[src/rtl/param_control_unit.sv]
// Moore multicycle control sequencer for the Mini SRC datapath, with memory/mul-div
// handshakes, timeout and illegal-opcode trap, Stop/Resume and an instruction counter.
module param_control_unit #(
    parameter int DATA_W   = 32,
    parameter int NUM_REGS = 16,
    parameter int LINK_REG = 14,
    parameter int MAX_WAIT = 15,
    parameter int CNT_W    = 32
) (
    input  logic                Clock,
    input  logic                Reset,
    input  logic [DATA_W-1:0]   IR,
    input  logic                Mem_ready,
    input  logic                ALU_busy,
    input  logic                Con_ff,
    input  logic                Stop,
    input  logic                Resume,
    output logic [9:0]          Bus_sel,
    output logic [9:0]          Ld_en,
    output logic [2:0]          Reg_sel,
    output logic [NUM_REGS-1:0] R_enableIn,
    output logic                MDR_read,
    output logic                IncPC,
    output logic                CON_enable,
    output logic                Alu_start,
    output logic                Mem_req,
    output logic                Mem_write,
    output logic                Run,
    output logic                Trap,
    output logic [1:0]          Trap_cause,
    output logic [CNT_W-1:0]    Instr_count
);
    localparam int WW = (MAX_WAIT < 2) ? 1 : $clog2(MAX_WAIT + 1);

    localparam int B_PC = 0, B_MDR = 1, B_ZH = 2, B_ZL = 3, B_HI = 4;
    localparam int B_LO = 5, B_IN = 6, B_C = 7, B_ROUT = 8, B_BA = 9;
    localparam int L_MAR = 0, L_MDR = 1, L_IR = 2, L_PC = 3, L_Y = 4;
    localparam int L_Z = 5, L_HI = 6, L_LO = 7, L_R = 8, L_OUT = 9;
    localparam int G_A = 0, G_B = 1, G_C = 2;

    typedef enum logic [3:0] {
        S_RESET, S_F0, S_F1, S_F2, S_DEC,
        S_E1, S_E2, S_E3, S_E4, S_E5, S_HALT, S_TRAP
    } state_t;

    typedef enum logic [4:0] {
        C_ALU, C_IMM, C_UN, C_MUL, C_LD, C_LDI, C_ST, C_BR, C_JR,
        C_JAL, C_HI, C_LO, C_IN, C_OUT, C_NOP, C_HALT, C_ILL
    } cls_t;

    typedef struct packed {
        logic [9:0] bus;
        logic [9:0] ld;
        logic [2:0] rs;
        logic       link;
        logic       mdr_read;
        logic       incpc;
        logic       con_en;
        logic       mem_req;
        logic       mem_write;
        logic       run;
        logic       trap;
    } ctl_t;

    function automatic cls_t classify(input logic [4:0] op);
        case (op) inside
            5'b00000:            return C_LD;
            5'b00001:            return C_LDI;
            5'b00010:            return C_ST;
            [5'b00011:5'b01011]: return C_ALU;
            [5'b01100:5'b01110]: return C_IMM;
            5'b01111, 5'b10000:  return C_MUL;
            5'b10001, 5'b10010:  return C_UN;
            5'b10011:            return C_BR;
            5'b10100:            return C_JR;
            5'b10101:            return C_JAL;
            5'b10110:            return C_IN;
            5'b10111:            return C_OUT;
            5'b11000:            return C_HI;
            5'b11001:            return C_LO;
            5'b11010:            return C_NOP;
            5'b11011:            return C_HALT;
            default:             return C_ILL;
        endcase
    endfunction

    function automatic logic [2:0] last_step(input cls_t c);
        case (c)
            C_ALU, C_IMM, C_LDI: return 3'd3;
            C_UN, C_JAL:         return 3'd2;
            C_MUL, C_BR:         return 3'd4;
            C_LD, C_ST:          return 3'd5;
            default:             return 3'd1;
        endcase
    endfunction

    function automatic logic [2:0] step_of(input state_t s);
        case (s)
            S_E1:    return 3'd1;
            S_E2:    return 3'd2;
            S_E3:    return 3'd3;
            S_E4:    return 3'd4;
            S_E5:    return 3'd5;
            default: return 3'd0;
        endcase
    endfunction

    function automatic state_t step_state(input logic [2:0] n);
        case (n)
            3'd1:    return S_E1;
            3'd2:    return S_E2;
            3'd3:    return S_E3;
            3'd4:    return S_E4;
            default: return S_E5;
        endcase
    endfunction

    function automatic ctl_t decode(input state_t s, input cls_t c, input logic con);
        ctl_t o;
        o      = '0;
        o.run  = !(s inside {S_RESET, S_HALT, S_TRAP});
        o.trap = (s == S_TRAP);
        case (s)
            S_F0: begin o.bus[B_PC] = 1'b1; o.ld[L_MAR] = 1'b1; end
            S_F1: begin o.mem_req = 1'b1; o.mdr_read = 1'b1; o.ld[L_MDR] = 1'b1; end
            S_F2: begin
                o.bus[B_MDR] = 1'b1; o.ld[L_IR] = 1'b1; o.ld[L_PC] = 1'b1; o.incpc = 1'b1;
            end
            S_E1: case (c)
                C_ALU, C_IMM, C_MUL: begin o.bus[B_ROUT] = 1'b1; o.rs[G_B] = 1'b1; o.ld[L_Y] = 1'b1; end
                C_UN:  begin o.bus[B_ROUT] = 1'b1; o.rs[G_B] = 1'b1; o.ld[L_Z] = 1'b1; end
                C_LD, C_LDI, C_ST: begin o.bus[B_BA] = 1'b1; o.rs[G_B] = 1'b1; o.ld[L_Y] = 1'b1; end
                C_BR:  begin o.bus[B_ROUT] = 1'b1; o.rs[G_A] = 1'b1; o.con_en = 1'b1; end
                C_JR:  begin o.bus[B_ROUT] = 1'b1; o.rs[G_A] = 1'b1; o.ld[L_PC] = 1'b1; end
                C_JAL: begin o.bus[B_PC] = 1'b1; o.link = 1'b1; end
                C_HI:  begin o.bus[B_HI] = 1'b1; o.rs[G_A] = 1'b1; o.ld[L_R] = 1'b1; end
                C_LO:  begin o.bus[B_LO] = 1'b1; o.rs[G_A] = 1'b1; o.ld[L_R] = 1'b1; end
                C_IN:  begin o.bus[B_IN] = 1'b1; o.rs[G_A] = 1'b1; o.ld[L_R] = 1'b1; end
                C_OUT: begin o.bus[B_ROUT] = 1'b1; o.rs[G_A] = 1'b1; o.ld[L_OUT] = 1'b1; end
                default: ;
            endcase
            S_E2: case (c)
                C_ALU, C_MUL: begin o.bus[B_ROUT] = 1'b1; o.rs[G_C] = 1'b1; o.ld[L_Z] = 1'b1; end
                C_IMM, C_LD, C_LDI, C_ST: begin o.bus[B_C] = 1'b1; o.ld[L_Z] = 1'b1; end
                C_UN:  begin o.bus[B_ZL] = 1'b1; o.rs[G_A] = 1'b1; o.ld[L_R] = 1'b1; end
                C_BR:  begin o.bus[B_PC] = 1'b1; o.ld[L_Y] = 1'b1; end
                C_JAL: begin o.bus[B_ROUT] = 1'b1; o.rs[G_A] = 1'b1; o.ld[L_PC] = 1'b1; end
                default: ;
            endcase
            S_E3: case (c)
                C_ALU, C_IMM, C_LDI: begin o.bus[B_ZL] = 1'b1; o.rs[G_A] = 1'b1; o.ld[L_R] = 1'b1; end
                C_MUL:       begin o.bus[B_ZL] = 1'b1; o.ld[L_LO] = 1'b1; end
                C_LD, C_ST:  begin o.bus[B_ZL] = 1'b1; o.ld[L_MAR] = 1'b1; end
                C_BR:        begin o.bus[B_C] = 1'b1; o.ld[L_Z] = 1'b1; end
                default: ;
            endcase
            S_E4: case (c)
                C_MUL: begin o.bus[B_ZH] = 1'b1; o.ld[L_HI] = 1'b1; end
                C_LD:  begin o.mem_req = 1'b1; o.mdr_read = 1'b1; o.ld[L_MDR] = 1'b1; end
                C_ST:  begin o.bus[B_ROUT] = 1'b1; o.rs[G_A] = 1'b1; o.ld[L_MDR] = 1'b1; end
                C_BR:  if (con) begin o.bus[B_ZL] = 1'b1; o.ld[L_PC] = 1'b1; end
                default: ;
            endcase
            S_E5: case (c)
                C_LD: begin o.bus[B_MDR] = 1'b1; o.rs[G_A] = 1'b1; o.ld[L_R] = 1'b1; end
                C_ST: begin o.mem_req = 1'b1; o.mem_write = 1'b1; end
                default: ;
            endcase
            default: ;
        endcase
        return o;
    endfunction

    state_t           state, nxt;
    ctl_t             ctl;
    logic             alu_start_q, stop_pend, wait_st, timeout, hold;
    logic [WW-1:0]    wcnt;
    logic [1:0]       cause_q, cause_nxt;
    logic [CNT_W-1:0] cnt;
    logic [4:0]       op_q, op_use;
    cls_t             cls;
    logic             unused_ir;

    assign unused_ir = ^IR[DATA_W-6:0];
    // The opcode is taken live from IR while decoding, then held for the execute steps.
    assign op_use  = (state == S_DEC) ? IR[DATA_W-1 -: 5] : op_q;
    assign cls     = classify(op_use);
    assign wait_st = (state == S_F1) || (state == S_E4 && cls == C_LD) || (state == S_E5 && cls == C_ST);
    assign timeout = (MAX_WAIT != 0) && (wcnt == WW'(MAX_WAIT));

    always_comb begin
        nxt       = state;
        cause_nxt = 2'b00;
        hold      = 1'b0;
        case (state)
            S_RESET: nxt = S_F0;
            S_F0:    nxt = S_F1;
            S_F2:    nxt = S_DEC;
            S_DEC: begin
                if (cls == C_ILL) begin
                    nxt = S_TRAP; cause_nxt = 2'b01;
                end else if (cls == C_HALT) nxt = S_HALT;
                else nxt = S_E1;
            end
            S_HALT: if (Resume && !Stop) nxt = S_F0;
            S_TRAP: ;
            default: begin
                if (wait_st && !Mem_ready) begin
                    hold = 1'b1;
                    if (timeout) begin nxt = S_TRAP; cause_nxt = 2'b10; end
                end else if (state == S_E2 && cls == C_MUL && ALU_busy) hold = 1'b1;
                if (!hold) begin
                    if (state == S_F1) nxt = S_F2;
                    else if (step_of(state) == last_step(cls)) nxt = (Stop || stop_pend) ? S_HALT : S_F0;
                    else nxt = step_state(step_of(state) + 3'd1);
                end
            end
        endcase
    end

    // Outputs are registered from the next-state decode so they line up with the state register.
    always_ff @(posedge Clock) begin
        if (!Reset) begin
            state       <= S_RESET;
            ctl         <= '0;
            alu_start_q <= 1'b0;
            wcnt        <= '0;
            stop_pend   <= 1'b0;
            cause_q     <= 2'b00;
            cnt         <= '0;
        end else begin
            state       <= nxt;
            ctl         <= decode(nxt, cls, Con_ff);
            alu_start_q <= (state == S_E1) && (cls == C_MUL);
            wcnt        <= (wait_st && !Mem_ready) ? wcnt + 1'b1 : '0;
            stop_pend   <= (nxt == S_HALT) ? 1'b0 : (stop_pend | Stop);
            if (nxt == S_TRAP && state != S_TRAP) cause_q <= cause_nxt;
            if (state == S_DEC) cnt <= cnt + 1'b1;
        end
    end

    always_ff @(posedge Clock) begin
        op_q <= op_use;
    end

    assign Bus_sel     = ctl.bus;
    assign Ld_en       = ctl.ld;
    assign Reg_sel     = ctl.rs;
    assign R_enableIn  = ctl.link ? (NUM_REGS'(1) << LINK_REG) : '0;
    assign MDR_read    = ctl.mdr_read;
    assign IncPC       = ctl.incpc;
    assign CON_enable  = ctl.con_en;
    assign Alu_start   = alu_start_q;
    assign Mem_req     = ctl.mem_req;
    assign Mem_write   = ctl.mem_write;
    assign Run         = ctl.run;
    assign Trap        = ctl.trap;
    assign Trap_cause  = cause_q;
    assign Instr_count = cnt;
endmodule

[config.mk]
export PLATFORM = sky130hd
export DESIGN_NAME = param_control_unit
export DESIGN_NICKNAME = d
export VERILOG_FILES = /design/src/rtl/param_control_unit.sv
export SDC_FILE = /design/constraint.sdc
export NUM_CORES = 1
export LEC_CHECK = 0
export CORE_UTILIZATION = 49
export DETAILED_ROUTE_END_ITERATION = 16
export GPL_TIMING_DRIVEN = 0
export PLACE_DENSITY = 0.81
export SLEW_MARGIN = 20
export SYNTH_ARGS = -nofsm -noshare
export SYNTH_HDL_FRONTEND = slang
export SYNTH_SLANG_ARGS = --single-unit
[constraint.sdc]
create_clock -name Clock -period 3.7 [get_ports Clock]
set_clock_uncertainty 0.1 [all_clocks]
set_input_delay 0.555 -clock Clock [delete_from_list [all_inputs] [get_ports Clock]]
set_output_delay 0.555 -clock Clock [all_outputs]
set_load 0.005 [all_outputs]
==> key figures, run 1 <==
CTS
  – Clock latency on the worst-skew pair: 0.36 ns
  – Sinks on the clock net: 78
  – Post-CTS clock slew at the launch and capture registers of the worst setup and hold paths: 0.10 ns
  – Clock H-tree levels: 3
  – Maximum buffer depth of the clock tree: 2
  – Num CTS Buffers: 9
  – Root buffer selected by CTS: clkbuf_8
  – Clock tree from TritonCTS: yes

Synth
  – Yosys warning total: 0
  – Synth Register Bits: 78
  – Synth Flop Type: dfxtp_1
  – Post-synthesis area per instance: 8.13 µm²
  – Proportion of synthesized chip area in sequential cells: 35.5%
  – Netlist area before placement: 0.00440 mm²
  – EDFF count, synth: 0
  – Async set or reset register ratio after synthesis: 0%
  – Number of distinct standard cells referenced by the synthesized netlist: 81
  – Number of standard cells after synthesis: 542

Power and ir drop
  – Power density cells: 618 mW/mm²
  – Static leakage: 0.00210 µW
  – Worst supply voltage drop on vdd: 0.309 mV

Final layout
  – Footprint of the multi-input gates: 0.00257 mm²
  – Highest-count cells in the layout ignoring fill and taps: 77 x dfxtp_1, 76 x clkdlybuf4s50_1, 69 x nor2_1
  – Most common library cell in the layout ignoring fill and taps: dfxtp_1
  – Layout cells sized above 1: 14.9%
  – Total inserted antenna cells: 0
  – Synthesis-to-layout area growth: 28.7%
  – Final std cells w/o fill: 764
  – Sequential cell area: 0.00156 mm²
  – Fill cell total of the finished layout: 758
  – Final-stage net count: 692

Timing
  – Hold Slack: 0.353 ns
  – Clock period minus final worst setup slack: 3.64 ns
  – Top achievable clock speed: 275 MHz
  – RSZ-0062 raised after global routing: true
  – Final count of negative-setup-slack endpoints: 0
  – Setup WS post-layout: 0.0577 ns
  – Max Slew Vio Count: 0
  – Final worst path period share: 98.4%
  – Number of endpoints with negative hold slack in the final report: 0
  – Worst slew margin: 57.4%
  – Worst Max-Slew Pin Slew: 0.639 ns

Setup path
  – Worst reg-to-reg setup slack: 0.13 ns
  – Critical path endpoint category: flip-flop
  – Sort of element at the start of the critical path: input pin
  – Cell depth of the worst flop-to-flop path: 12
  – CP Data Arrival Time: 3.80 ns
  – Required time at the worst-slack endpoint: 3.86 ns
  – R2R Path Start: state[3]$_SDFF_PN0_
  – Maximum net fanout on the critical path: 10
  – Critical path start-end classification: input pin to flip-flop
  – Terminus of the critical flop-to-flop path: Reg_sel[0]$_SDFF_PN0_

Placement
  – Detailed placer's ending HPWL: 9.67 mm
  – Placed cell count: 741
  – GP Congestion: 0.947
  – Pre-CTS setup slack: -0.487 ns
  – Number of buffers inserted by port buffering: 77

GRT
  – Maximum number of pins on one net before global-route repair: 15
  – Global route overflow: 0
  – Antenna violations before repair: 0
  – Total Routing Usage GR: 27.9%
  – Number of global-route vias before repair: 4262
  – Global-route wire length before repair: 21.1 mm

Job
  – Number of max-cap violations: 0

Die
  – Vertical die dimension: 96.8 µm
  – Die area: 0.00937 mm²
  – Die boundary width: 96.8 µm
  – Area of the placeable core: 0.00872 mm²
  – Top Ports: 120
  – Starting utilization of the core area: 50.5%
  – Standard-cell row count: 34

Routing
  – Post-detailed-routing wire length: 13.1 mm
  – Average detailed-routed wire length per instance: 17.1 µm
  – Antenna-violating nets left: 0
  – Via-to-Cell Ratio: 5.75
  – Remaining design rule violation count: 0
  – DRC marker count from the first detailed-route iteration: 257
  – First drt pass iteration count: 7
  – Number of vias after detailed routing: 4395

Status
  – Result of the run: complete, no violations

Hold path
  – Worst Hold Class: flip-flop to flip-flop
  – Hold Path Sink: wcnt[0]$_SDFF_PN0_
  – Worst hold path cell count: 1
  – Launch point of the worst hold path: wcnt[0]$_SDFF_PN0_
critical path, cell delays in order:
cell             delay (ns)
clkdlybuf4s50_1        0.42
clkbuf_2               0.21
or3_1                  0.40
a21oi_1                0.21
o22ai_1                0.17
xor2_1                 0.19
o21a_2                 0.28
a221oi_2               0.09
o41ai_2                0.39
buf_4                  0.26
nand2_2                0.11
o31a_1                 0.28
a311oi_2               0.24
per-layer routing:
metal,vias up,track usage (%),wire length [µm]
met2,193,47.3,6340
li1,2101,-,-
met5,-,0,0
met3,37,5.35,796
met4,0,12.2,438
met1,2064,34.1,5520
stage by stage:
step / util [%] / cell area, µm² / TNS [ns] / total power (µW)
6_report: 65.0 / 5670 / 0 / 3500
2_1_floorplan: - / 4460 / 0 / 2190
5_1_grt: 65.0 / 5670 / -0.00573 / 3670
3_3_place_gp: 61.5 / 5360 / -8.92 / 2670
4_1_cts: 64.5 / 5630 / 0 / 3400
3_5_place_dp: 61.5 / 5360 / -8.98 / 2680
power by group:
part,internal [µW],leakage (µW),switching (µW)
Sequential,930,0.000633,65.3
Clock,338,0.000101,343
Combinational,712,0.00136,1110
kinds of logic (layout without fill, tap and decap cells):
group / after synthesis / after routing / synth area share, %
AOI/OAI and AO/OA: 103 / 103 / 16.3
adders and majority gates: 2 / 2 / 0.568
other: 1 / 15 / 0.0851
xor gates and xnor gates: 35 / 35 / 6.96
muxes: 11 / 11 / 2.78
and+or+nand+nor: 244 / 244 / 29.7
DFF: 78 / 78 / 35.5
buffers and inverters: 68 / 168 / 8.15
how the worst max path moves through the flow:
stage / start / end / slack, ns / cells past startpoint
3_3_place_gp: IR[27] / Ld_en[8]$_SDFF_PN0_ / -0.48 / 12
5_1_grt: IR[29] / Reg_sel[0]$_SDFF_PN0_ / -0.006 / 13
4_1_cts: IR[31] / Reg_sel[0]$_SDFF_PN0_ / 0.0006 / 13
2_1_floorplan: IR[27] / Ld_en[8]$_SDFF_PN0_ / 0.40 / 11
6_report: IR[29] / Reg_sel[0]$_SDFF_PN0_ / 0.06 / 13
3_5_place_dp: IR[27] / Reg_sel[0]$_SDFF_PN0_ / -0.49 / 13
sequential cells by signal, indices dropped and copies added (netlist names), 2 cells and up:
name         cells
state            4
Ld_en            9
op_q             5
Trap_cause       2
Bus_sel         10
Instr_count     32
Reg_sel          3
wcnt             4
Yosys cell counts (3+ instances only):
cell type / number / area share (%)
a211oi_1: 3 / 0.51
a21o_1: 3 / 0.51
a21oi_1: 32 / 3.6
a31oi_1: 6 / 0.85
and2_1: 8 / 1.1
and3_1: 5 / 0.71
and4_1: 4 / 0.80
buf_2: 5 / 0.57
buf_4: 20 / 3.4
buf_6: 3 / 0.77
clkbuf_1: 19 / 1.6
dfxtp_1: 78 / 35
inv_1: 17 / 1.4
mux2_2: 3 / 0.77
mux2i_1: 6 / 1.4
nand2_1: 40 / 3.4
nand2b_1: 8 / 1.1
nand3_1: 27 / 3.1
nand4_1: 12 / 1.7
nor2_1: 69 / 5.9
nor2b_1: 5 / 0.71
nor3_1: 22 / 2.5
nor4_1: 5 / 0.71
o2111ai_1: 3 / 0.60
o211ai_1: 7 / 1.2
o21a_1: 7 / 1.2
o21ai_0: 11 / 1.2
o22ai_1: 3 / 0.43
or2_2: 4 / 0.57
or3_1: 9 / 1.3
xnor2_1: 10 / 2.0
xor2_1: 25 / 5.0
repair_timing:
| action | CTS | global route |
|---|---|---|
| setup endpoints to repair | 27 | 11 |
| pin swaps | 2 | 4 |
| setup buffers | 4 | 3 |
| gates cloned | 0 | 0 |
| hold buffers | 0 | 0 |
| endpoints found under the hold margin | 0 | 0 |
| resized for setup | 10 | 9 |
area by class of cell:
type	count	share of cell area (%)
Multi-Input combinational cell	410	45.4
Sequential cell	78	27.6
Timing Repair Buffer	84	14.5
Buffer	49	5.23
Clock buffer	11	2.50
Tap cell	108	2.38
Inverter	19	1.26
Clock inverter	5	1.13
(Power assumes the default switching activity.)
==> run 2: changes to the inputs <==
- CORE_UTILIZATION: 49 -> 50
- PLACE_DENSITY: 0.81 -> 0.82
- clock period: 3.7 -> 4.4 ns (I/O delays scaled with it)
==> key figures, run 2 (synthesized netlist as in run 1, its figures left out) <==
Hold path
  – Worst Hold Class: flip-flop to flip-flop

Placement
  – Detailed placer's ending HPWL: 9.72 mm (+0.44%)
  – Number of buffers inserted by port buffering: 77 (unchanged)
  – GP Congestion: 0.962 (+1.7%)

Power and ir drop
  – Worst supply voltage drop on vdd: 0.259 mV (-16%)
  – Internal power: 1590 µW (-20%)
  – Clock network fraction of design power: 19.9% (+0.4 points)
  – Static leakage: 0.00204 µW (-2.9%)
  – Switch Pwr: 1220 µW (-20%)
  – Sequential Power Share: 29.8% (+1.4 points)
  – Fraction of power spent switching nets: 43.3% (-0.095 points)
  – Tot Pwr: 2800 µW (-20%)
  – Portion of total power attributed to combinational logic: 50.4% (-1.7 points)
  – Power density cells: 504 mW/mm² (-18%)

Routing
  – Post-detailed-routing wire length: 12.8 mm (-2.5%)
  – Number of vias after detailed routing: 4261 (-3.0%)
  – Average detailed-routed wire length per instance: 16.9 µm (-1.2%)
  – Antenna-violating nets left: 0 (unchanged)
  – Via-to-Cell Ratio: 5.65 (-1.8%)
  – Remaining design rule violation count: 0 (unchanged)
  – First drt pass iteration count: 5 (-2)
  – DRC marker count from the first detailed-route iteration: 313 (+22%)

Timing
  – Final worst path period share: 92.0%
  – RSZ-0062 raised after global routing: false
  – Top achievable clock speed: 247 MHz
  – Hold Slack: 0.355 ns (+0.00146 ns)
  – Worst slew margin: 52.6% (-4.8 points)
  – Worst Max-Slew Pin Slew: 0.692 ns (+0.0522 ns)
  – Max Slew Vio Count: 0 (unchanged)
  – Number of endpoints with negative hold slack in the final report: 0 (unchanged)
  – Clock period minus final worst setup slack: 4.05 ns
  – Final count of negative-setup-slack endpoints: 0 (unchanged)
  – Setup TNS: 0 ns (unchanged)

GRT
  – Global route overflow: 0 (unchanged)
  – Total Routing Usage GR: 28.4% (+0.54 points)
  – Number of global-route vias before repair: 3986 (-6.5%)
  – Antenna violations before repair: 0 (unchanged)
  – Global-route wire length before repair: 19.6 mm (-7.0%)
  – Maximum number of pins on one net before global-route repair: 16 (+1)

Setup path
  – Critical path endpoint category: flip-flop
  – Required time at the worst-slack endpoint: 4.59 ns (+0.73 ns)
  – Critical path start-end classification: flip-flop to flip-flop
  – Maximum net fanout on the critical path: 10 (unchanged)
  – Sort of element at the start of the critical path: flip-flop
  – CP Data Arrival Time: 4.24 ns (+0.44 ns)

Status
  – Result of the run: complete, no violations

Final layout
  – Highest-count cells in the layout ignoring fill and taps: 78 x dfxtp_1, 77 x clkdlybuf4s50_1, 69 x nor2_1
  – Fill cell total of the finished layout: 715 (-5.7%)
  – Max reg flops: 32 (unchanged)
  – Most common library cell in the layout ignoring fill and taps: dfxtp_1
  – Layout cells sized above 1: 12.2% (-2.8 points)
  – Synthesis-to-layout area growth: 26.2%
  – Total inserted antenna cells: 0 (unchanged)
  – Final-stage net count: 685 (-1.0%)
  – Sequential cell area: 0.00156 mm² (about the same)
  – Footprint of the multi-input gates: 0.00254 mm² (-1.5%)

CTS
  – Sinks on the clock net: 78 (unchanged)
  – Root buffer selected by CTS: clkbuf_8
  – Quantity of gates resized following cts: 0 (-10)
  – Maximum buffer depth of the clock tree: 2 (unchanged)
  – Clock H-tree levels: 3 (unchanged)
  – Clock latency on the worst-skew pair: 0.35 ns (about the same)
  – Number of hold-repair buffers added at the cts stage: 0 (unchanged)
  – Num CTS Buffers: 9 (unchanged)
  – Post CTS Setup Buffer Count: 0 (-4)
  – Clock tree from TritonCTS: yes
  – Post-CTS clock slew at the launch and capture registers of the worst setup and hold paths: 0.09 ns (about the same)

Die
  – Die boundary width: 95.9 µm (-0.98%)
  – Starting utilization of the core area: 52.5% (+2.0 points)
  – Vertical die dimension: 95.9 µm (-0.98%)
  – Die area: 0.00919 mm² (-2.0%)
  – Standard-cell row count: 33 (-2.9%)
  – Area of the placeable core: 0.00838 mm² (-3.9%)
  – Top Ports: 120 (unchanged)

Job
  – Number of max-cap violations: 0 (unchanged)
==> run 2: cell types whose count changed in the layout (fill, tap and decap cells not counted), moves of 2 or more <==
cell / before / now
a211oi_1: 1 / 3
a211oi_2: 3 / 1
buf_4: 27 / 20
clkbuf_1: 16 / 19
clkbuf_2: 4 / 0
clkinv_2: 0 / 2
mux2i_1: 4 / 6
mux2i_2: 3 / 1
==> run 2: layout make-up <==
cell class | count | share of cell area [%]
plain buffers | 49 | 5.18
clock buffers | 9 | 2.23
inverters | 19 | 1.28
clock inverters | 7 | 1.40
well taps | 105 | 2.36
flip-flops and latches | 78 | 28.1
multi-input cells | 410 | 45.6
repair buffers | 77 | 13.9
==> run 2: power groups by stage <==
| stage | Sequential [µW] | Combinational, µW | Clock (µW) |
|---|---|---|---|
| global route | 842 | 1520 | 601 |
| finish | 835 | 1410 | 558 |
| global placement | 846 | 1370 | 0 |
| CTS | 833 | 1390 | 574 |
| detailed placement | 849 | 1380 | 0 |
| floorplan | 840 | 1000 | 0 |
==> run 2: layer usage <==
metal | share of wire (%) | track usage [%] | up-vias
met4 | 3.3 | 12.8 | 0
met1 | 42 | 33.8 | 1978
met3 | 6.8 | 7.11 | 31
met5 | 0 | 0 | -
met2 | 48 | 48.2 | 169
li1 | - | - | 2083
==> run 2: worst paths after layout <==
| kind | from | to | slack [ns] | cells past startpoint |
|---|---|---|---|---|
| min | wcnt[0]$_SDFF_PN0_ | wcnt[0]$_SDFF_PN0_ | 0.35 | 1 |
| min reg2reg | wcnt[0]$_SDFF_PN0_ | wcnt[0]$_SDFF_PN0_ | 0.35 | 1 |
| max | state[2]$_SDFF_PN0_ | Mem_req$_SDFF_PN0_ | 0.35 | 12 |
| max reg2reg | state[2]$_SDFF_PN0_ | Mem_req$_SDFF_PN0_ | 0.35 | 12 |
==> run 2: worst max-delay path: stages, from the launching register on <==
cell      delay [ns]
dfxtp_1         0.45
nor4b_4         0.46
mux2i_1         0.66
inv_2           0.16
o31a_1          0.36
o21ai_2         0.26
o211ai_1        0.17
o21bai_1        0.21
o21ai_1         0.35
buf_2           0.32
nand2_1         0.12
a21oi_1         0.23
or2_1           0.13
==> run 2: stage by stage <==
step	util (%)	cells	area (µm²)	worst slack (ns)
after floorplan	-	556	4460	0.995
after global placement	63.9	738	5360	0.0581
after detailed placement	63.9	738	5360	0.0858
after CTS	66.3	754	5560	0.401
after global routing	66.3	754	5560	0.161
final	66.3	754	5560	0.350
